==> config.mk <==
export PLATFORM = sky130hd
export DESIGN_NAME = ccff_chain_loader
export DESIGN_NICKNAME = d
export VERILOG_FILES = /design/src/rtl/ccff_chain_loader.sv
export SDC_FILE = /design/constraint.sdc
export NUM_CORES = 1
export LEC_CHECK = 0
export ABC_AREA = 1
export CAP_MARGIN = 40
export CORE_AREA = 2 2 200 202
export CTS_CLUSTER_DIAMETER = 80
export DETAILED_ROUTE_END_ITERATION = 8
export DIE_AREA = 0 0 202 204
export PLACE_DENSITY = 0.55
export REMOVE_ABC_BUFFERS = 1
export SLEW_MARGIN = 20
export SYNTH_ARGS = -nofsm -noshare
export SYNTH_HDL_FRONTEND = slang
export SYNTH_SLANG_ARGS = --single-unit
==> constraint.sdc <==
create_clock -name prog_clk -period 1.95 [get_ports prog_clk]
set_clock_uncertainty 0.15 [all_clocks]
set_input_delay 0.2925 -clock prog_clk [delete_from_list [all_inputs] [get_ports prog_clk]]
set_output_delay 0.2925 -clock prog_clk [all_outputs]
set_load 0.005 [all_outputs]
==> src/rtl/ccff_chain_loader.sv <==
// ccff_chain_loader: streams a bitstream into NUM_CHAINS parallel configuration chains.
//
// One beat carries one bit per chain. Accepted beats are registered onto ccff_head and
// shifted into the fabric one cycle later. After the load, the chains can be rotated
// once (tail fed back to head) so that their contents can be read back and CRC-checked
// against the CRC of the loaded bits without disturbing them.
//
// Ports:
//   prog_clk       configuration clock, all state on the rising edge
//   prog_reset     asynchronous active-low reset
//   start          one-cycle pulse, begins a load when idle
//   abort          level, returns to idle from any busy state and flags an error
//   bs_valid       bitstream beat valid
//   bs_data        one bit per chain (bit i feeds chain i)
//   bs_ready       beat accepted when bs_valid & bs_ready
//   ccff_head      chain head bits to the fabric
//   ccff_tail      chain tail bits from the fabric
//   shift_en       fabric chains shift on prog_clk edges where this is high
//   config_enable  high while the chains are being written or read back
//   busy           high whenever not idle
//   done           one-cycle pulse at the end of a completed sequence
//   pass           result qualifier for done, held until the next start
//   error          sticky CRC-mismatch / abort flag, cleared by start
module ccff_chain_loader #(
    parameter int unsigned NUM_CHAINS = 8,
    parameter int unsigned CHAIN_LEN  = 1024,
    parameter bit          VERIFY_EN  = 1'b1,
    parameter int unsigned CNT_W      = $clog2(CHAIN_LEN + 1)
) (
    input  logic                  prog_clk,
    input  logic                  prog_reset,
    input  logic                  start,
    input  logic                  abort,
    input  logic                  bs_valid,
    input  logic [NUM_CHAINS-1:0] bs_data,
    output logic                  bs_ready,
    output logic [NUM_CHAINS-1:0] ccff_head,
    input  logic [NUM_CHAINS-1:0] ccff_tail,
    output logic                  shift_en,
    output logic                  config_enable,
    output logic                  busy,
    output logic                  done,
    output logic                  pass,
    output logic                  error
);

    localparam logic [CNT_W-1:0] LastCnt  = CNT_W'(CHAIN_LEN - 1);
    localparam logic [15:0]      CrcInit  = 16'hFFFF;
    localparam logic [15:0]      CrcPoly  = 16'h1021;

    typedef enum logic [2:0] {
        StIdle,
        StLoad,
        StDrain,
        StVerify,
        StCheck,
        StDone
    } state_e;

    state_e                state_q;
    logic [NUM_CHAINS-1:0] head_q;
    logic                  shift_q;
    logic [CNT_W-1:0]      cnt_q;
    logic [15:0]           crc_load_q [NUM_CHAINS];
    logic [15:0]           crc_rb_q   [NUM_CHAINS];
    logic                  done_q;
    logic                  pass_q;
    logic                  error_q;

    logic                  handshake;
    logic                  crc_match;

    // CRC-16-CCITT, one message bit per call, MSB first.
    function automatic logic [15:0] crc16_step(input logic [15:0] crc, input logic bit_in);
        logic fb;
        fb = crc[15] ^ bit_in;
        return {crc[14:0], 1'b0} ^ (fb ? CrcPoly : 16'h0000);
    endfunction

    // abort gates ready so a beat offered alongside abort is never seen as accepted.
    assign bs_ready  = (state_q == StLoad) && !abort;
    assign handshake = bs_valid && bs_ready;

    always_comb begin
        crc_match = 1'b1;
        for (int i = 0; i < NUM_CHAINS; i++) begin
            if (crc_load_q[i] != crc_rb_q[i]) begin
                crc_match = 1'b0;
            end
        end
    end

    always_ff @(posedge prog_clk or negedge prog_reset) begin
        if (!prog_reset) begin
            state_q <= StIdle;
            head_q  <= '0;
            shift_q <= 1'b0;
            cnt_q   <= '0;
            done_q  <= 1'b0;
            pass_q  <= 1'b0;
            error_q <= 1'b0;
            for (int i = 0; i < NUM_CHAINS; i++) begin
                crc_load_q[i] <= CrcInit;
                crc_rb_q[i]   <= CrcInit;
            end
        end else begin
            done_q <= 1'b0;
            if (abort && (state_q != StIdle)) begin
                state_q <= StIdle;
                shift_q <= 1'b0;
                error_q <= 1'b1;
                pass_q  <= 1'b0;
            end else begin
                unique case (state_q)
                    StIdle: begin
                        if (start && !abort) begin
                            state_q <= StLoad;
                            shift_q <= 1'b0;
                            cnt_q   <= '0;
                            error_q <= 1'b0;
                            pass_q  <= 1'b0;
                            for (int i = 0; i < NUM_CHAINS; i++) begin
                                crc_load_q[i] <= CrcInit;
                                crc_rb_q[i]   <= CrcInit;
                            end
                        end
                    end
                    StLoad: begin
                        if (handshake) begin
                            head_q  <= bs_data;
                            shift_q <= 1'b1;
                            cnt_q   <= cnt_q + CNT_W'(1);
                            for (int i = 0; i < NUM_CHAINS; i++) begin
                                crc_load_q[i] <= crc16_step(crc_load_q[i], bs_data[i]);
                            end
                            if (cnt_q == LastCnt) begin
                                state_q <= StDrain;
                            end
                        end else begin
                            shift_q <= 1'b0;
                        end
                    end
                    StDrain: begin
                        // The last beat shifts in during this cycle via shift_q.
                        shift_q <= 1'b0;
                        cnt_q   <= '0;
                        state_q <= VERIFY_EN ? StVerify : StDone;
                    end
                    StVerify: begin
                        for (int i = 0; i < NUM_CHAINS; i++) begin
                            crc_rb_q[i] <= crc16_step(crc_rb_q[i], ccff_tail[i]);
                        end
                        cnt_q <= cnt_q + CNT_W'(1);
                        if (cnt_q == LastCnt) begin
                            state_q <= StCheck;
                        end
                    end
                    StCheck: begin
                        pass_q  <= crc_match;
                        error_q <= error_q | ~crc_match;
                        done_q  <= 1'b1;
                        state_q <= StIdle;
                    end
                    StDone: begin
                        pass_q  <= 1'b1;
                        done_q  <= 1'b1;
                        state_q <= StIdle;
                    end
                    default: state_q <= StIdle;
                endcase
            end
        end
    end

    // During readback each chain rotates through itself, leaving its contents intact.
    always_comb begin
        ccff_head     = '0;
        shift_en      = 1'b0;
        config_enable = 1'b0;
        case (state_q)
            StLoad, StDrain: begin
                ccff_head     = head_q;
                shift_en      = shift_q;
                config_enable = 1'b1;
            end
            StVerify: begin
                ccff_head     = ccff_tail;
                shift_en      = 1'b1;
                config_enable = 1'b1;
            end
            default: ;
        endcase
    end

    assign busy  = (state_q != StIdle);
    assign done  = done_q;
    assign pass  = pass_q;
    assign error = error_q;

endmodule

==> results.sh <==
export IMPL_outcome="finished, violations left"
export IMPL_violations="setup timing"
export IMPL_ys_warn_count=0
export IMPL_die_area_um2=41200
export IMPL_clk_transition_reported_paths_ns=0.06
export IMPL_nNetsFinal=1590
export IMPL_syn_area_per_cell_um2=9.17
export IMPL_grt_use_total_pct=15.8
export IMPL_cts_sinks=282
export IMPL_start_kind="flip-flop"
export IMPL_timing_fmax_ghz=0.440
export IMPL_place_inst=2044
export IMPL_fin_cells=2118
export IMPL_area_delta_synth_final_pct=22.9
export IMPL_critical_path_max_stage_delay_ns=0.40
export IMPL_first_pass_iters=5
export IMPL_synthDistinctLibCells=28
export IMPL_start_util_pct=34.5
export IMPL_netlist_area_um2=13500
export IMPL_endpoint_kind="primary output"
export IMPL_met1_usage_pct=22.1
export IMPL_rsz0062_at_grt="yes"
export IMPL_root_buffer="clkbuf_16"
export IMPL_via_count=10052
export IMPL_fin_util_pct=42.4
export IMPL_final_area_um2=16600
export IMPL_worstPathArrival_ns=1.83
export IMPL_relSlewSlack_pct=50.3
export IMPL_routabilityCongestion=0.791
export IMPL_ys_seq_area_share_pct=54.6
export IMPL_hold_class="input port to asynchronous set/reset pin"
export IMPL_cp_cell_sequence="inv_2 > nand2_2 > nor2_4 > inv_2 > nand2_2 > buf_12 > buf_12 > nand2_1 > o21ai_1 > buf_2"
export IMPL_cts_max_path_buffers=3
export IMPL_grt_pass1_wl_um=53400
export IMPL_grt_max_degree=58
export IMPL_cp_max_fo=7
export IMPL_numCtsBuffers=31
export IMPL_clock_latency_ns=0.57
export IMPL_htreeDepth=1
export IMPL_p_leak_uw=0.00692
export IMPL_grtUsageMet2_pct=26.4
export IMPL_vias_per_cell=4.75
export IMPL_gr_total_overflow=0
export IMPL_antenna_found_initial=0
export IMPL_required_ns=1.51
export IMPL_fin_crit_sh_pct=117
export IMPL_setup_viol=276
export IMPL_wl_um=32200
export IMPL_die_y_um=204
export IMPL_post_dp_cell_area_um2=15200
export IMPL_drtIter0Drc=557
export IMPL_fin_ws_ns=-0.323
export IMPL_period_needed_ns=2.27
export IMPL_drc=0
export IMPL_diodes=0
export IMPL_die_width_um=202
export IMPL_power_density_nw_per_um2=1950
export IMPL_antenna_left=0
export IMPL_drive_gt1_share_pct=29.2
export IMPL_port_buffers=35
export IMPL_ir_drop_uv=933
export IMPL_floorplan_rows=73
export IMPL_met3_usage_pct=1.90
export IMPL_dp_hpwl_um=19800
export IMPL_crit_type="flip-flop to primary output"
export IMPL_wl_per_cell_um=15.2
export IMPL_grt_pass1_vias=10127
export IMPL_cts_tree="done"
export IMPL_core_um2=39200
export IMPL_ys_seq_elements=282
export IMPL_slowest_stage="dfrtp_1"
export IMPL_busiest_layer="met2"
export IMPL_pin_count=36
export IMPL_worst_path_buf_inv=5
export IMPL_drv_slew=0
export IMPL_max_cap_violations=0
export IMPL_postSynthCellCount=1474
export IMPL_crit_family="buffers and inverters"
export IMPL_hold_violations=0
export IMPL_tightest_slew_ns=0.746
==> where the power goes <==
group / leakage, uW / total [uW] / switching, uW / internal (uW)
registers: 0.00304 / 11900 / 1970 / 9960
logic: 0.00337 / 14500 / 7960 / 6580
clock network: 0.000513 / 5920 / 2380 / 3530
total: 0.00692 / 32400 / 12300 / 20100
==> synth_stat cells <==
library cell	instances	area share, %
o21ai_0	197	7.3
nor3_1	2	0.074
nand2_1	157	4.4
ha_1	1	0.093
nand3_2	2	0.15
o31ai_1	1	0.056
o21a_1	1	0.056
nor2_1	220	6.1
inv_1	134	3.7
xor2_1	33	2.1
clkinv_1	1	0.028
nand4_1	3	0.14
o21ai_1	34	1.3
a211oi_1	1	0.056
a31oi_1	141	6.5
mux2_2	1	0.083
nor3b_1	2	0.11
nand3_1	15	0.56
xnor2_1	132	8.6
clkbuf_1	32	0.89
a21boi_0	1	0.056
inv_2	2	0.056
dfstp_2	256	50
buf_4	7	0.39
a21oi_1	23	0.85
buf_2	47	1.7
nor2_2	2	0.093
dfrtp_1	26	4.8
==> worst paths after layout <==
path                                        start                          end  slack (ns)  depth (start not counted)
min in group prog_clk                  bs_data[0]        head_q[0]$_DFFE_PN0P_        0.21                          3
max in group asynchronous              prog_reset  crc_load_q[102]$_DFFE_PN1P_        0.84                          3
max                        state_q[2]$_DFFE_PN0P_                 ccff_head[2]       -0.32                         10
min reg2reg                   shift_q$_DFFE_PN0P_          shift_q$_DFFE_PN0P_        0.33                          2
max reg2reg                state_q[0]$_DFFE_PN0P_   crc_load_q[93]$_DFFE_PN1P_       -0.32                         11
min                                    prog_reset        head_q[6]$_DFFE_PN0P_        0.13                          2
==> state kept, by name, indices dropped and copies added, names as in the netlist <==
| signal | count |
|---|---|
| cnt_q | 11 |
| crc_load_q | 128 |
| crc_rb_q | 128 |
| done | 1 |
| error | 1 |
| head_q | 8 |
| pass | 1 |
| shift_q | 1 |
| state_q | 3 |
==> layout by cell type (no fill, tap or decap), types with 8 or more instances in the layout <==
cell | netlist | routed
xor2_1 | 33 | 33
a31oi_1 | 141 | 136
a21oi_1 | 23 | 18
nand2_2 | 0 | 8
buf_12 | 0 | 22
xnor2_1 | 132 | 132
clkdlybuf4s50_1 | 0 | 22
nand2_1 | 157 | 149
buf_2 | 47 | 8
clkbuf_16 | 0 | 32
buf_4 | 7 | 71
buf_6 | 0 | 10
nand3_1 | 15 | 14
nor2_1 | 220 | 217
inv_1 | 134 | 131
o21ai_0 | 197 | 180
o21ai_1 | 34 | 49
clkbuf_1 | 32 | 10
dfstp_2 | 256 | 256
dfrtp_1 | 26 | 24
==> through the flow <==
step / hold WS [ns] / setup WS (ns) / setup TNS, ns / power (uW)
after floorplan: -0.153 / -9.64 / -2207.77 / 16300
after global placement: 0.119 / -0.259 / -53.24 / 25200
after detailed placement: 0.125 / -0.298 / -57.06 / 25500
after CTS: 0.127 / -0.366 / -43.96 / 32600
after global routing: 0.163 / -0.457 / -74.28 / 35000
final: 0.134 / -0.323 / -45.33 / 32400
==> final cells by class <==
cell class | instances | area [um^2]
Sequential cell | 282 | 7380
Fill cell | 3787 | 22600
Multi-Input combinational cell | 969 | 5360
Clock buffer | 49 | 935
Inverter | 137 | 520
Timing Repair Buffer | 147 | 1670
Clock inverter | 9 | 98.8
Tap cell | 525 | 657
==> kinds of logic (layout without fill, tap and decap cells) <==
family,count (synthesis),count (layout),share of synthesized area (%)
xor+xnor,165,165,10.7
flops,282,282,54.6
mux,1,1,0.0833
buf+inv,223,342,6.82
compound gates,399,399,16.2
fa+ha+maj,1,1,0.0925
simple gates,403,403,11.6
==> what timing repair did <==
action | 4_1_cts | 5_1_grt
gates resized for setup | 89 | 18
buffers inserted | 13 | 0
hold buffers | 1 | 0
cloned | 5 | 0
hold endpoints to repair | 65 | 0
pin swaps | 11 | 1
setup endpoints to repair | 272 | 282
==> routing by layer <==
metal	part of all wire [%]	up-vias
met2	47	142
li1	-	5042
met4	2.2	0
met3	3.1	42
met1	48	4826
met5	0	-
Power figures use the tool's default switching activity.
==> RTL change 1: new RTL, same flow settings <==
Reset style: synchronous (`prog_reset`), changed in one clocked block. Comments in the files are not updated.
--- a/src/rtl/ccff_chain_loader.sv
+++ b/src/rtl/ccff_chain_loader.sv
@@ -91,5 +91,5 @@
     end
 
-    always_ff @(posedge prog_clk or negedge prog_reset) begin
+    always_ff @(posedge prog_clk) begin
         if (!prog_reset) begin
             state_q <= StIdle;
Check against the original RTL: differs if prog_reset is asserted again (counterexample within 4 cycles, from zero or initial values and one cycle with prog_reset low); with prog_reset held inactive, the same outputs for 4 cycles.
==> RTL change 1 against the original RTL <==
  * The flow still finishes with violations (setup timing)
  * Wire length down 1.5%
  * Sequential cell count did not move
  * Setup slack improved by 0.13 ns
  * Count of clock-buffer cells in the layout fell by 11
  * Synthesized area shrank 5.3%
  * Via count decreased by 12%
  * Sequential share of layout area increased by 0.58 points
  * Cell area increased by 5.7%
Power is not compared: it rests on default switching activity, and its combinational part moved more than twofold at a synthesized area within 25%.
==> RTL change 1: results (changes against the original RTL) <==
crit path DAT -> 1.70 ns (-0.13 ns)
Max FO, Critical Path -> 5 (-2)
gr usage total -> 0.137 (-0.0211)
status -> finished with violations
vias per cell -> 4.52 (-4.7%)
share of layout cells above drive strength 1 -> 0.288 (-0.00428)
R2R setup slack -> -0.14 ns (+0.18 ns)
CP max stage cell -> dfxtp_4
EDFF count, synth -> 224 (+224)
sequential fraction of the synthesis area -> 0.616 (+0.0703)
largest cells by area after synthesis -> edfxtp_1, nand2_1, dfxtp_1
Setup Viol. Count Final -> 261 (-5.4%)
synthesized area per cell -> 10.5 µm² (+14%)
Compound-Gate Fraction of Synth Area -> 0.0364 (-0.125)
XOR/XNOR Fraction of Synth Area -> 0.0985 (-0.00840)
routability cong. -> 0.753 (-4.9%)
hold slack final -> 0.227 ns (+0.0930 ns)
nets -> 1,419 (-11%)
r2r startpoint -> state_q[0]
Routed WL -> 31.7 mm (-1.5%)
Netlist cell types -> 37 (+32%)
CP peak stage delay -> 0.38 ns (-0.02 ns)
Crit Reg-Reg Endpoint -> crc_load_q[0][23]
Post-synth top flop -> edfxtp_1
DP HPWL -> 17.5 mm (-12%)
most frequent cells after synthesis -> nand2_1, edfxtp_1, xnor2_1
largest net degree at the start of global routing -> 38 (-34%)
Final Worst Setup Slack -> -0.190 ns (+0.133 ns)
mux contribution to synthesized area -> 0 (-0.000833)
failing checks -> setup timing
Post-Synth Adder-Cell Area -> 0.000977 (+0.0000516)
RTL change 1: cell count changes after synthesis, sizes merged, moves of 15 or more:
cell / before / now
dfstp: 256 / 0
edfxtp: 0 / 224
o21ai: 231 / 24
nand2: 157 / 351
nor2: 222 / 67
a31oi: 141 / 0
or2: 0 / 130
dfxtp: 0 / 58
buf: 54 / 16
dfrtp: 26 / 0
inv: 136 / 116
xnor2: 132 / 113
clkbuf: 32 / 17
o22ai: 0 / 15
RTL change 1: layout make-up:
type	instances	area (µm²)	area share
timing repair inverter	1	11.3	0.000641
sequential	282	7900	0.450
antenna	1	2.50	0.000143
clock buffer	38	832	0.0474
inverter	116	460	0.0262
tap	525	657	0.0374
multi-input combinational	789	5130	0.292
clock inverter	20	176	0.0100
timing repair buffer	176	2390	0.136
RTL change 1: cell families (layout without fill, tap and decap cells):
family,Yosys count,after routing
other,0,1
AND/OR/NAND/NOR,572,572
buffers and inverters,149,351
XOR/XNOR,144,144
flip-flops,282,282
AO/OA/AOI/OAI,72,72
adder cells (fa/ha/maj),1,1
RTL change 1: what timing repair did:
action | 4_1_cts | 5_1_grt
gates cloned | 8 | 29
resized for setup | 107 | 251
hold buffers | 0 | 0
pin swaps | 7 | 28
buffers inserted | 11 | 15
setup endpoints to repair | 300 | 500
RTL change 1: metal layers:
metal,global-route usage,routed length (µm)
met1,0.191,14700
met2,0.228,15400
met3,0.0172,1160
met4,0.0334,533
met5,0,0
RTL change 1: power groups by stage:
stage / sequential, µW / clock [µW] / combinational, µW
2_1_floorplan: 6960 / 0 / 962
3_3_place_gp: 6950 / 0 / 2070
3_5_place_dp: 6950 / 0 / 2080
4_1_cts: 6830 / 5950 / 2550
5_1_grt: 6860 / 6170 / 3370
6_report: 6840 / 5800 / 3160
==> RTL change 2: new RTL, same flow settings <==
Without the edit above. Set the parameter `CHAIN_LEN` to 2048 (it was 1024).
--- a/src/rtl/ccff_chain_loader.sv
+++ b/src/rtl/ccff_chain_loader.sv
@@ -24,5 +24,5 @@
 module ccff_chain_loader #(
     parameter int unsigned NUM_CHAINS = 8,
-    parameter int unsigned CHAIN_LEN  = 1024,
+    parameter int unsigned CHAIN_LEN  = 2048,
     parameter bit          VERIFY_EN  = 1'b1,
     parameter int unsigned CNT_W      = $clog2(CHAIN_LEN + 1)
Formal check against the unedited RTL: no difference found for any inputs over 4 cycles, from zero or initial values and one cycle with prog_reset low; that may be too few to reach the edited logic, so the function may still have changed.
==> RTL change 2 against the original RTL <==
  * The flow still finishes with violations (setup timing)
  * Synthesized area is 2.5% higher
  * Sequential power is 17% lower
  * Setup slack better by 0.039 ns
  * Power is 3.3% lower
  * Wire length is 13% higher
  * Cell area is 11% higher
  * Via count is 2.3% higher
  * Largest power group unchanged
  * Clock power is 9.6% higher
  * Critical path type is now reg -> reg
  * Sequential cell count is 1 higher
==> RTL change 2: results (changes against the original RTL) <==
status -> finished with violations
internal power -> 19,500 µW (-3.1%)
worst vdd ir -> 650 µV (-30%)
WL/cell -> 17.0 µm (+12%)
Comb pwr share -> 0.479 (+0.030)
most frequent cells after synthesis -> dfstp_2, inv_1, nor2_1
sequential fraction of the synthesis area -> 0.534 (-0.0116)
Num CTS Buffers -> 35 (+13%)
largest net degree at the start of global routing -> 71 (+22%)
static leakage power -> 0.00808 µW (+17%)
nets -> 1,615 (+1.6%)
sequential share of power -> 0.314 (-0.054)
pin slew with the least headroom to its limit -> 0.717 ns (-0.0285 ns)
share of layout cells above drive strength 1 -> 0.431 (+0.139)
crit path DAT -> 2.52 ns (+0.69 ns)
failing checks -> setup timing
routability cong. -> 0.779 (-1.6%)
Skew-Pair Late Insertion Delay -> 0.51 ns (-0.06 ns)
Netlist cell types -> 32 (+14%)
dpl cells -> 2,024 (-0.98%)
worst hold-check path type -> in -> reg
largest cells by area after synthesis -> dfstp_2, xnor2_1, a22oi_2
Final Worst Setup Slack -> -0.284 ns (+0.0390 ns)
first-pass GRT wire length -> 57.4 mm (+7.6%)
Largest regs -> crc_load_q x128, crc_rb_q x128, cnt_q x12
Setup Viol. Count Final -> 283 (+2.5%)
Non-Filler Instances -> 2,142 (+1.1%)
Total Neg Setup Slack -> -52.88 ns (-7.55 ns)
Fillers -> 3,587 (-5.3%)
==> RTL change 2: path summary, 6_finish.rpt <==
path	slack (ns)	cells after the start	start	end
worst max-delay path	-0.28	13	state_q[0]	crc_load_q[121]
worst min-delay path	0.24	3	bs_data[2]	head_q[2]
worst max register to register	-0.28	13	state_q[0]	crc_load_q[121]
worst min register to register	0.35	2	crc_rb_q[58]	crc_rb_q[59]
max in group asynchronous	0.74	3	prog_reset	crc_rb_q[101]
min in group asynchronous	0.49	2	prog_reset	crc_load_q[23]
==> RTL change 2: kinds of logic (layout without fill, tap and decap cells) <==
| logic type | count (synthesis) | in the layout | share of synthesized area |
|---|---|---|---|
| flip-flops | 283 | 283 | 0.534 |
| XOR/XNOR | 160 | 160 | 0.101 |
| buffers and inverters | 273 | 452 | 0.0805 |
| AO/OA/AOI/OAI | 355 | 355 | 0.179 |
| adder cells (fa/ha/maj) | 1 | 1 | 0.000903 |
| AND/OR/NAND/NOR | 366 | 366 | 0.104 |
==> RTL change 2: through the flow <==
step / power [µW] / worst slack, ns / hold WS [ns]
after floorplan: 13100 / -9.50 / -0.153
after global placement: 20000 / -0.293 / 0.319
after detailed placement: 20200 / -0.256 / 0.327
after CTS: 29600 / -0.275 / 0.224
after global routing: 33300 / -0.379 / 0.259
final: 31300 / -0.284 / 0.242
==> RTL change 2: area by class of cell <==
type,count,area (µm²),area share
Tap cell,525,657,0.0355
Clock inverter,4,72.6,0.00392
Sequential cell,283,7410,0.400
Clock buffer,57,1080,0.0584
Timing Repair Buffer,192,2310,0.125
Multi-Input combinational cell,882,6210,0.335
Inverter,198,763,0.0412
Timing Repair inverter,1,7.51,0.000406
==> RTL change 2: worst register-to-register path, stage by stage (launching register included) <==
cell     delay [ns]
dfrtp_2        0.40
buf_6          0.12
inv_4          0.03
nor3_4         0.20
buf_6          0.14
nand3_4        0.07
nand2_4        0.08
nand4_4        0.13
nor2_4         0.22
inv_8          0.07
buf_12         0.13
buf_8          0.13
buf_12         0.14
a22oi_2        0.16
==> RTL change 2: metal layers <==
| metal | vias to the layer above | global-route usage | part of all wire |
|---|---|---|---|
| li1 | 5008 | - | - |
| met1 | 5105 | 0.235 | 0.47 |
| met2 | 115 | 0.291 | 0.49 |
| met3 | 53 | 0.0226 | 0.027 |
| met4 | 0 | 0.0457 | 0.019 |
| met5 | - | 0 | 0 |
==> RTL change 2: repair_timing <==
item	4_1_cts	5_1_grt
gates resized for setup	219	152
setup endpoints to repair	281	287
pin swaps	21	17
setup buffers	33	9
cloned	9	13
hold buffers	1	0
endpoints found under the hold margin	50	0
